`src/rtl/regfile_wr_arbiter_pkg.sv`:
```
// Shared types and default sizes for the regfile write-port arbiter.
// Defaults match the machine's register file: 32 x 32-bit, 5-bit addresses.
package regfile_wr_arbiter_pkg;

  localparam int unsigned REG_NUM_DEF  = 32;
  localparam int unsigned ADDR_W_DEF   = 5;
  localparam int unsigned DATA_W_DEF   = 32;
  localparam int unsigned MAX_WAIT_DEF = 4;

  typedef enum logic {
    ARB_SCRUB = 1'b0,
    ARB_RUN   = 1'b1
  } arb_state_e;

endpackage

```
`src/rtl/regfile_wr_arbiter.sv`:
```
// Single write port of the register file, shared between pipeline writeback and one
// multi-cycle requester; zero-scrubs r1..r(REG_NUM-1) after reset.
module regfile_wr_arbiter
  import regfile_wr_arbiter_pkg::*;
#(
  parameter int unsigned REG_NUM  = REG_NUM_DEF,
  parameter int unsigned ADDR_W   = ADDR_W_DEF,
  parameter int unsigned DATA_W   = DATA_W_DEF,
  parameter int unsigned MAX_WAIT = MAX_WAIT_DEF
) (
  input  logic              clk,
  input  logic              rst,
  input  logic              pipe_we,
  input  logic [ADDR_W-1:0] pipe_waddr,
  input  logic [DATA_W-1:0] pipe_wdata,
  input  logic              mc_valid,
  output logic              mc_ready,
  input  logic [ADDR_W-1:0] mc_waddr,
  input  logic [DATA_W-1:0] mc_wdata,
  output logic              stall_req,
  output logic              busy,
  output logic              rf_we,
  output logic [ADDR_W-1:0] rf_waddr,
  output logic [DATA_W-1:0] rf_wdata,
  output logic              dbg_state
);

  localparam int unsigned       CNT_W    = $clog2(MAX_WAIT + 1);
  localparam logic [ADDR_W-1:0] LAST_IDX = ADDR_W'(REG_NUM - 1);
  localparam logic [CNT_W-1:0]  WAIT_MAX = CNT_W'(MAX_WAIT);

  // Handshake: mc_valid && mc_ready in the same cycle; the requester holds
  // mc_waddr/mc_wdata stable until then, and mc_ready never depends on a future cycle.
  arb_state_e        r_state;
  logic [ADDR_W-1:0] r_idx;
  logic [CNT_W-1:0]  r_wcnt;
  logic              r_starve;

  logic              w_pipe_hit;
  logic              w_mc_hit;
  logic              w_hs;
  logic [CNT_W-1:0]  w_wcnt_inc;

  assign w_pipe_hit = pipe_we && (pipe_waddr != '0);
  assign w_mc_hit   = mc_valid && (mc_waddr != '0);
  assign w_hs       = mc_valid && mc_ready;
  assign w_wcnt_inc = r_wcnt + CNT_W'(1);
  assign dbg_state  = r_state;

  // Outputs are combinational so a pipeline write reaches the regfile in the same cycle.
  always_comb begin
    rf_we     = 1'b0;
    rf_waddr  = '0;
    rf_wdata  = '0;
    mc_ready  = 1'b0;
    stall_req = 1'b1;
    busy      = 1'b1;
    if (!rst) begin
      case (r_state)
        ARB_SCRUB: begin
          rf_we    = 1'b1;
          rf_waddr = r_idx;
        end
        ARB_RUN: begin
          busy      = 1'b0;
          stall_req = r_starve;
          if (w_pipe_hit) begin
            rf_we    = 1'b1;
            rf_waddr = pipe_waddr;
            rf_wdata = pipe_wdata;
          end else begin
            mc_ready = 1'b1;
            if (w_mc_hit) begin
              rf_we    = 1'b1;
              rf_waddr = mc_waddr;
              rf_wdata = mc_wdata;
            end
          end
        end
        default: ;
      endcase
    end
  end

  always_ff @(posedge clk) begin
    if (rst) begin
      r_state  <= ARB_SCRUB;
      r_idx    <= ADDR_W'(1);
      r_wcnt   <= '0;
      r_starve <= 1'b0;
    end else begin
      case (r_state)
        ARB_SCRUB: begin
          r_idx <= r_idx + ADDR_W'(1);
          if (r_idx == LAST_IDX) r_state <= ARB_RUN;
        end
        default: r_state <= ARB_RUN;
      endcase
      // starve rises on the edge the count reaches MAX_WAIT, so the stall lands one
      // cycle later and the handshake happens no later than MAX_WAIT+1.
      if (w_hs) begin
        r_wcnt   <= '0;
        r_starve <= 1'b0;
      end else if (!mc_valid) begin
        r_wcnt <= '0;
      end else if (r_wcnt != WAIT_MAX) begin
        r_wcnt <= w_wcnt_inc;
        if (w_wcnt_inc == WAIT_MAX) r_starve <= 1'b1;
      end
    end
  end

endmodule

```
`config.mk`:
```
export PLATFORM = sky130hd
export DESIGN_NAME = regfile_wr_arbiter
export DESIGN_NICKNAME = d
export VERILOG_FILES = /design/src/rtl/regfile_wr_arbiter_pkg.sv /design/src/rtl/regfile_wr_arbiter.sv
export SDC_FILE = /design/constraint.sdc
export NUM_CORES = 1
export LEC_CHECK = 0
export CAP_MARGIN = 20
export CORE_MARGIN = 3
export CORE_UTILIZATION = 37
export CTS_BUF_LIST = sky130_fd_sc_hd__clkbuf_16
export CTS_CLUSTER_SIZE = 8
export DETAILED_ROUTE_END_ITERATION = 6
export PLACE_DENSITY = 0.93
export SKIP_LAST_GASP = 1
export SLEW_MARGIN = 20
export SYNTH_ARGS = -nofsm -noshare
export SYNTH_HDL_FRONTEND = slang
export SYNTH_SLANG_ARGS = --single-unit
```
`constraint.sdc`:
```
create_clock -name clk -period 7.5 [get_ports clk]
set_clock_uncertainty 0.05 [all_clocks]
set_input_delay 2.25 -clock clk [delete_from_list [all_inputs] [get_ports clk]]
set_output_delay 2.25 -clock clk [all_outputs]
set_load 0.03 [all_outputs]
```
==> key figures <==
Run status
  – Status: finished clean

Global route
  – Initial antenna violation count: 0
  – Global Route Usage Sum: 22.9%
  – GRT Residual Overflow: 0
  – First-pass GRT wire length: 9.60 mm
  – Number of global-route vias before repair: 1945
  – Largest net degree at the start of global routing: 67

Timing
  – Max_slew headroom: roughly 31%
  – Hold slack: roughly 460 ps
  – Final setup fails: 0
  – TNS Setup: 0 ps
  – RSZ-0062 raised after global routing: no
  – Tcrit/Tclk final: 95.7%
  – Slew Viols, Final: 0
  – Post-route minimum period: 7180 ps
  – Worst-Margin Slew: 1030 ps
  – Fmax: 0.139 GHz
  – Final hold viol count: 0

Die
  – Rows: 23
  – I/O Pins: 120
  – Core area: 4090 µm²
  – Starting density of the core: about two fifths
  – Die area: slightly above 5000 µm²
  – Die Y: 71.7 µm
  – Die width: 71.7 µm

Pwr
  – Leakage: approximately 0.98 nW
  – Total design power: 0.237 mW
  – Power per standard cell area: 83.9 nW/µm²
  – Worst vdd ir: about 0.15 mV

Clock network
  – Clk_lat worst skew: 240 ps
  – H-tree lvl count: 1
  – Post-cts resize count: 0
  – Setup repair bufs after CTS: 0
  – CTS tree: built
  – Cts hold-fix bufs: 0
  – CTS Sinks: 10
  – Deepest clock path buffer count: 2
  – Reg clk slew, reported paths: 40 ps
  – Root buf cell: clkbuf_16
  – TritonCTS Buffers: 3

Yosys
  – Top FF cell, synth: dfxtp_1
  – Yosys Warn Count: 0
  – Post-synth ARST share: 0%
  – Sequential cell area fraction in the yosys report: about an eighth
  – Syn nets: 293
  – Number of distinct library cells after synthesis: 32
  – Main area contributors after synthesis: mux2i_1 21%, o2111ai_1 18%, dfxtp_1 13%
  – Top-area cell type share of the netlist area: 21.3%
  – XOR/XNOR Fraction of Synth Area: 2.19%
  – Main combinational cell family by area after synthesis: compound AO/OA/AOI/OAI gates
  – Mux contribution to synthesized area: 21.3%
  – Netlist Area Pre-Place: approximately 1600 µm²
  – Post-Synth Simple-Gate Area: approximately a quarter
  – EDFF count, synth: 0
  – Yosys top cell by area: mux2i_1
  – Syn Area/Cell: ~7.6 µm²
  – Adder-cell share of the synthesized area: a little under 4%
  – Synth Area in Compound Gates: 25.6%
  – Cell count after synthesis: 210
  – #FFs+latches synth: 10

Worst setup path
  – Critical path cell sequence: clkdlybuf4s50_1 -> or4_4 -> o21a_2 -> mux2i_1 -> clkdlybuf4s50_1
  – Crit-path max FO: 33
  – Endpoint type of the worst setup path: output port
  – R2R depth: 3
  – Largest stage delay on the critical path: 710 ps
  – Worst Path Buf+Inv: 2
  – Setup crit start kind: primary input
  – Arrival time worst endpoint: around 4900 ps
  – CP top delay family: buffers and inverters
  – Slowest CP cell: clkdlybuf4s50_1
  – CP dominant cell by count: clkdlybuf4s50_1
  – Crit path kind: primary input to output port
  – Worst EP required: ~5200 ps
  – WP depth: 5

Route
  – # DRC: 0
  – Drt via density: 5.62
  – Detail Route Antenna Nets: 0
  – Vias: 2036
  – TritonRoute pass-1 iters: 5
  – DR WL/cell: 16.6 µm
  – Routed WL: roughly 6.0 mm
  – 1st-iter DRT viols: roughly 110

Min path
  – Worst Hold Class: flop to flop
  – Hold Path Cell Cnt: 2

Layout
  – Share of cells above drive strength 1: 3.85%
  – Fillers: 349
  – Area Growth Syn to Fin: 77.2%
  – Layout Nets: 396
  – Most common cell after layout, fill and taps aside: clkdlybuf4s50_1
  – Diode count: 0
  – Most frequent cells in the layout: 119 x clkdlybuf4s50_1, 34 x nand2_1, 34 x mux2i_1
  – Final Non-Filler Cells: 362

Job
  – Max-Cap Viols: 0

Placed design
  – Port Buffers: 119
  – DP HPWL: 4.52 mm
  – Placed cells: 358
  – Final GP Congestion: between 0.9 and 1
cells by family (layout without fill, tap and decap cells):
| group | Yosys count | in the layout |
|---|---|---|
| AOI/OAI and AO/OA | 51 | 51 |
| xor gates and xnor gates | 4 | 4 |
| adders and majority gates | 5 | 5 |
| buffers and inverters | 30 | 132 |
| DFF | 10 | 10 |
| muxes | 34 | 34 |
| and+or+nand+nor | 76 | 76 |
metal layers:
layer	wire length, µm	share of wire (%)	global-route usage, %	up-vias
met5	0	0	0	-
met4	136	2.3	7.52	0
met3	465	7.8	3.79	16
met2	3100	52	41.8	88
met1	2300	38	26.9	933
li1	-	-	-	999
layout make-up:
| cell class | count | area (µm²) | share of cell area, % |
|---|---|---|---|
| Inverter | 3 | 11.3 | 0.398 |
| Multi-Input combinational cell | 170 | 1230 | 43.4 |
| Timing Repair Buffer | 125 | 1250 | 44.1 |
| Clock inverter | 1 | 3.75 | 0.133 |
| Sequential cell | 10 | 200 | 7.07 |
| Tap cell | 50 | 62.6 | 2.21 |
| Clock buffer | 3 | 75.1 | 2.65 |
worst paths after layout:
path | from | endpoint | slack, ps
worst max register to register | dbg_state | r_starve | 5900
worst max-delay path | pipe_waddr[0] | rf_wdata[10] | 320
worst min-delay path | r_starve | r_starve | 460
worst min register to register | r_starve | r_starve | 460
power breakdown:
group          internal (mW)  total, mW  switching [mW]
Combinational         0.0514     0.0838          0.0324
Sequential            0.0562     0.0593         0.00314
Clock                 0.0698     0.0943          0.0245
Total                  0.177      0.237          0.0601
worst min-delay path: cells and delay by family (launching register included):
family | cells | cell delay [ps]
flip-flops | 1 | 310
AND/OR/NAND/NOR | 1 | 80
AO/OA/AOI/OAI | 1 | 60
synth_stat cells (3+ instances only):
| master | number |
|---|---|
| nor2b_1 | 6 |
| a22oi_1 | 3 |
| mux2i_1 | 34 |
| a21oi_1 | 5 |
| nand2b_1 | 5 |
| o21ai_0 | 3 |
| nand3b_1 | 3 |
| ha_1 | 5 |
| nand3_1 | 4 |
| o2111ai_1 | 32 |
| and3b_1 | 3 |
| buf_2 | 6 |
| clkbuf_1 | 16 |
| a311oi_1 | 5 |
| inv_1 | 3 |
| nor2_1 | 14 |
| dfxtp_1 | 10 |
| buf_12 | 3 |
| nand2_1 | 34 |
flip-flops by register name (all words and copies together), names as in the netlist:
signal,count
r_idx,5
dbg_state,1
r_starve,1
r_wcnt,3
per-stage QoR:
stage	util, %	instance area, µm²	setup WS [ps]
global placement	67.4	2750	349
CTS	69.3	2830	309
finish	69.3	2830	319
detailed placement	67.4	2750	315
floorplan	-	1600	1440
global route	69.3	2830	237
Note: power is estimated with default switching activity, not from simulation.
